**config.mk**
```make
export PLATFORM = sky130hd
export DESIGN_NAME = fetch_decode_stage
export DESIGN_NICKNAME = d
export VERILOG_FILES = /design/src/rtl/fetch_decode_stage.sv
export SDC_FILE = /design/constraint.sdc
export NUM_CORES = 1
export LEC_CHECK = 0
export ABC_AREA = 1
export CAP_MARGIN = 10
export CELL_PAD_IN_SITES_DETAIL_PLACEMENT = 1
export CELL_PAD_IN_SITES_GLOBAL_PLACEMENT = 1
export CORE_ASPECT_RATIO = 2
export CORE_UTILIZATION = 45
export DETAILED_ROUTE_END_ITERATION = 6
export DONT_BUFFER_PORTS = 1
export PLACE_DENSITY = 0.81
export SLEW_MARGIN = 40
export SYNTH_ARGS = -nofsm -noshare
export SYNTH_HDL_FRONTEND = slang
export SYNTH_SLANG_ARGS = --single-unit
export TNS_END_PERCENT = 1
```
**constraint.sdc**
```tcl
create_clock -name CLK -period 1.74 [get_ports CLK]
set_input_delay 0.348 -clock CLK [delete_from_list [all_inputs] [get_ports CLK]]
set_output_delay 0.348 -clock CLK [all_outputs]
set_load 0.02 [all_outputs]
```
**src/rtl/fetch_decode_stage.sv**
```systemverilog
// Pipeline front end: PC register, instruction-memory addressing, IF/ID
// instruction register, decode field slices, the one-deep ID/EX shadow used
// for load-use detection, retired-instruction counter and halt detection.
module fetch_decode_stage #(
    parameter logic [31:0] RESET_PC = 32'h0000_0000,
    parameter int          IMEM_AW  = 12,
    parameter logic [31:0] HALT_W0  = 32'h00c0_0093,
    parameter logic [31:0] HALT_W1  = 32'h0000_8067
) (
    input  logic               CLK,
    input  logic               RSTn,
    input  logic [31:0]        I_MEM_DI,
    output logic [IMEM_AW-1:0] I_MEM_ADDR,
    input  logic               PC_WR,
    input  logic               IR_WR,
    input  logic               FLUSH,
    input  logic               PCMUX,
    input  logic [31:0]        BR_TARGET,
    input  logic               NUMINSTADD,
    input  logic [1:0]         REWR_MUX_ID,
    output logic [31:0]        IF_ID_PC,
    output logic [31:0]        IF_ID_IR,
    output logic [6:0]         OPCODE,
    output logic [4:0]         RD1,
    output logic [4:0]         RD2,
    output logic [4:0]         PREV_DEST,
    output logic [1:0]         PREV_REWR_MUX,
    output logic [31:0]        NUM_INST,
    output logic               HALT
);

    typedef enum logic [1:0] {
        RUN    = 2'd0,
        ARMED  = 2'd1,
        HALTED = 2'd2
    } halt_state_t;

    halt_state_t state;
    logic        halt_q;
    logic [31:0] pc;
    logic [31:0] ir;
    logic [31:0] if_id_pc;
    logic [4:0]  prev_dest;
    logic [1:0]  prev_rewr_mux;
    logic [31:0] num_inst;
    logic        advance;
    logic [4:0]  ir_rd;

    // The ID instruction moves on only when the controller lets IR load and we are not halted
    assign advance = IR_WR & ~halt_q;
    assign ir_rd   = ir[11:7];

    assign I_MEM_ADDR    = pc[IMEM_AW-1:0];
    assign IF_ID_PC      = if_id_pc;
    assign IF_ID_IR      = ir;
    assign OPCODE        = ir[6:0];
    assign RD1           = ir[19:15];
    assign RD2           = ir[24:20];
    assign PREV_DEST     = prev_dest;
    assign PREV_REWR_MUX = prev_rewr_mux;
    assign NUM_INST      = num_inst;
    assign HALT          = halt_q;

    // PC: redirect beats sequential advance, stall holds, halt freezes everything
    always_ff @(posedge CLK or negedge RSTn) begin
        if (!RSTn) begin
            pc <= RESET_PC;
        end else if (!halt_q) begin
            if (PCMUX) begin
                pc <= BR_TARGET;
            end else if (PC_WR) begin
                pc <= pc + 32'd4;
            end
        end
    end

    // IF/ID register: a flush inserts a zero bubble even while stalled
    always_ff @(posedge CLK or negedge RSTn) begin
        if (!RSTn) begin
            ir       <= 32'd0;
            if_id_pc <= 32'd0;
        end else if (!halt_q) begin
            if (FLUSH) begin
                ir       <= 32'd0;
                if_id_pc <= 32'd0;
            end else if (advance) begin
                ir       <= I_MEM_DI;
                if_id_pc <= pc;
            end
        end
    end

    // ID/EX shadow: capture the departing instruction's rd, or push a bubble on a stall
    always_ff @(posedge CLK or negedge RSTn) begin
        if (!RSTn) begin
            prev_dest     <= 5'd0;
            prev_rewr_mux <= 2'd0;
        end else if (!halt_q) begin
            if (IR_WR) begin
                prev_dest     <= ir_rd;
                prev_rewr_mux <= (ir_rd == 5'd0) ? 2'd0 : REWR_MUX_ID;
            end else begin
                prev_dest     <= 5'd0;
                prev_rewr_mux <= 2'd0;
            end
        end
    end

    // Retired-instruction counter, saturating at all ones
    always_ff @(posedge CLK or negedge RSTn) begin
        if (!RSTn) begin
            num_inst <= 32'd0;
        end else if (NUMINSTADD && !halt_q && (num_inst != 32'hFFFF_FFFF)) begin
            num_inst <= num_inst + 32'd1;
        end
    end

    // Halt detector: watches the instruction leaving ID for the two-word halt pattern
    always_ff @(posedge CLK or negedge RSTn) begin
        if (!RSTn) begin
            state  <= RUN;
            halt_q <= 1'b0;
        end else if (advance) begin
            case (state)
                RUN: begin
                    if (ir == HALT_W0) begin
                        state <= ARMED;
                    end
                end
                ARMED: begin
                    if (ir == HALT_W1) begin
                        state  <= HALTED;
                        halt_q <= 1'b1;
                    end else if (ir != HALT_W0) begin
                        state <= RUN;
                    end
                end
                HALTED: begin
                    state <= HALTED;
                end
                default: begin
                    state <= RUN;
                end
            endcase
        end
    end

endmodule
```
==> implementation parameters <==
Parameter                              Value

Yosys
  Sequential share of the synthesized area ... 44.6%
  YS warnings ... 0
  Count of unique library cells instantiated by Yosys ... 35
  Summed instance area of the synthesized netlist ... 7730 sq um
  Area fraction in and, or, nand and nor cells after synthesis ... 31.3%
  Fraction of the mapped netlist area in compound gates ... 9.17%
  Mean post-synth cell area ... 7.12 sq um
  Main combinational cell family by area after synthesis ... simple AND/OR/NAND/NOR gates
  Share of flip-flops with an asynchronous set or reset after synthesis ... 100%
  Post-synthesis adder-cell area fraction ... 0.324%
  Post-synthesis mux area share ... 0%
  Synthesized netlist net count ... 1,162
  Gate count after technology mapping ... 1,087
  Most instantiated flip-flop cell in the synthesis netlist ... dfrtp_1
  Number of enable-type register cells in the synthesized netlist ... 0
  Parity-gate share of the synthesized area counting xor and xnor cells ... 2.38%
  Register bit total from synthesis ... 138

Floorplan
  Top-Level Pins ... 206
  Number of core rows ... 67
  Die area ... 17,700 sq um
  Width of the chip ... 94.7 microns
  Die H ... 187 microns
  Initial cell density of the core ... 46.1%
  Placeable core area ... 16,800 sq um

Setup path
  Nature of the critical path startpoint ... flop
  Critical path data arrival time ... 1.96 ns
  Worst-path fanout max ... 4
  CP Data Required Time ... 2.04 ns
  Start-to-end type of the worst setup path ... flop to flop
  Category of the worst setup path capture point ... flop

Global routing
  Global-route wire length before repair ... 42,300 microns
  Largest net degree at the start of global routing ... 139
  Global router's overall resource usage ... 31.8%
  Global route overflow ... 0
  Vias in the first global route ... 8,326
  Initial antenna violation count ... 0

Clock tree
  Clock tree from TritonCTS ... done
  Clock buffer count from CTS ... 17
  Clock latency at the later pin of the worst-skew pair ... 0.43 ns
  Number of levels the H-tree was split into ... 4
  Clk root buf ... clkbuf_16
  Clock sink count ... 138
  Deepest clock path buffer count ... 2
  Clk slew on worst S/H paths ... 0.07 ns
  Postcts setup bufs ... 0

Final layout
  Share of layout cells above drive strength 1 ... 14.9%
  Final net count ... 1,229
  Ant diodes ... 0
  Area growth syn-to-layout ... 18.7%
  Most common library cell in the layout ignoring fill and taps ... nand2_1
  Total of fill cells in the finished design ... 2,149
  Post-route non-filler standard cell count ... 1,374
  Commonest non-fill, non-tap cells in the layout ... nand2_1 (343), inv_1 (142), dfrtp_1 (138), nor2_1 (116), buf_4 (104)

STA
  Endpoints failing hold ... 138
  Max-Slew Margin vs Limit ... 76.6%
  Hold Worst Slack ... -0.394 ns
  Final clock skew ... 0.0121 ns
  Min cycle time layout ... 1.66 ns
  Final slew viol count ... 0
  Ratio of final minimum period to clock period ... 95.3%
  Slew of the pin with the lowest slew margin ... 0.349 ns
  Unrepaired setup endpoints after global routing ... true
  Fmax achieved ... 603 MHz
  Final Setup Violations ... 0

Detailed routing
  Antenna-violating nets left ... 0
  Number of vias after detailed routing ... 7,543
  DRC violation total after the first TritonRoute iteration ... 254
  Vias per Instance ... 5.49
  TritonRoute pass-1 iters ... 4
  Residual DRC count ... 0
  Routed length per placed instance ... 19.8 microns
  Final Routed Wirelength ... 27,200 microns

Placement
  Hpwl dp ... 20,500 microns
  Instance count after placement with tap cells included ... 1,342
  Routability congestion estimate ... 0.942
  Count of buffers from port buffering ... 0

Pwr
  Switching portion of total power ... 26.1%
  Sw power ... 1.97 mW
  Total leakage power ... 4.52 nW
  Comb power frac ... 4.8%
  Largest vdd supply drop ... 0.000642 V
  Sequential share of power ... 46.4%
  Total internal power ... 5.57 mW
  Ratio of total power to cell area ... 822 nW/um^2
  Clock power frac ... 48.8%

Outcome
  Result of the run ... finished with violations
  Failing checks ... hold timing

Min path
  Path class of the lowest-slack min-delay path ... input port to asynchronous set/reset pin

Job
  Max Cap Viol ... 0
==> power groups by stage <==
stage               logic [mW]  clock network [mW]  registers (mW)
floorplan                0.252                   0            3.58
global placement         0.347                   0            3.55
detailed placement       0.361                   0            3.56
CTS                      0.364                3.74            3.50
global route             0.400                3.86            3.51
finish                   0.365                3.68            3.50
==> cells by family (layout without fill, tap and decap cells) <==
group,after synthesis,count (layout)
buffers and inverters,209,289
xor gates and xnor gates,21,21
DFF,138,138
and+or+nand+nor,587,587
adders and majority gates,2,2
AOI/OAI and AO/OA,130,130
==> cells in the mapped netlist, types with 2 or more instances <==
cell type,count,area share [%]
ha_1,2,0.32
inv_2,2,0.097
xnor2_1,5,0.57
nand3b_1,5,0.49
dfrtp_1,138,45
o22ai_1,31,2.5
nand2_4,2,0.29
nand2_1,344,17
nor3_2,3,0.39
clkbuf_1,23,1.1
nand4_1,9,0.73
inv_1,142,6.9
clkinv_1,2,0.097
nor2_1,127,6.2
xor2_1,16,1.8
nand3_1,76,4.9
buf_2,4,0.26
nor2_2,3,0.24
o211ai_1,2,0.19
buf_6,4,0.58
a21oi_1,11,0.71
buf_4,31,3.0
o21ai_0,80,5.2
nor3_1,14,0.91
==> repair_timing <==
item / in CTS / in global routing
endpoints found under the hold margin: 138 / 138
pin swaps: 0 / 1
setup endpoints to repair: 5 / 42
resized for setup: 4 / 19
==> layer usage <==
layer | routed length, microns | global-route usage [%] | vias up
met3 | 1080 | 5.33 | 110
met4 | 1950 | 22.8 | 0
li1 | - | - | 3518
met1 | 9050 | 29.6 | 3674
met5 | 0 | 0 | -
met2 | 15100 | 59.5 | 241
==> cell type report <==
cell class / instances / area (sq um) / share of cell area (%)
Timing Repair Buffer: 110 / 892 / 9.72
Multi-Input combinational cell: 740 / 3430 / 37.4
Clock buffer: 18 / 429 / 4.67
Inverter: 147 / 557 / 6.06
Sequential cell: 138 / 3450 / 37.6
Tap cell: 207 / 259 / 2.82
Clock inverter: 14 / 159 / 1.73
==> stage by stage <==
stage               setup TNS (ns)  util [%]  total power, mW  worst slack (ns)  instance area (sq um)
floorplan                        0         -             3.83           0.00118                   7740
global placement                 0      50.8             3.90            0.0747                   8520
detailed placement         -0.0131      50.8             3.92           -0.0131                   8520
CTS                              0      54.4             7.61            0.0204                   9120
global route               -0.0921      54.8             7.77           -0.0387                   9180
finish                           0      54.8             7.54            0.0818                   9180
==> state kept, by name, indices dropped and copies added (netlist names) <==
name           cells
HALT               1
IF_ID_IR          32
IF_ID_PC          32
NUM_INST          32
PREV_REWR_MUX      2
PREV_DEST          5
state              2
pc                32
==> worst max-delay path, cell delays in order (launching register included) <==
cell and delay (ns):
dfrtp_1 0.47, nand2_1 0.13, nor2_1 0.23, nand2_1 0.13, nor2_2 0.14, buf_4 0.15, xor2_1 0.06, o21ai_0 0.15
nand2_1 0.08
==> worst paths after layout <==
check	from	endpoint	slack, ns	depth (start not counted)
worst max-delay path	pc[7]	pc[14]	0.08	8
worst min-delay path	RSTn	IF_ID_IR[17]	-0.39	0
worst max register to register	pc[7]	pc[14]	0.08	8
worst min register to register	state[0]	state[0]	0.51	2
max in group asynchronous	RSTn	pc[3]	1.93	0
min in group CLK	IR_WR	HALT	0.03	2
Power figures use the tool's default switching activity.
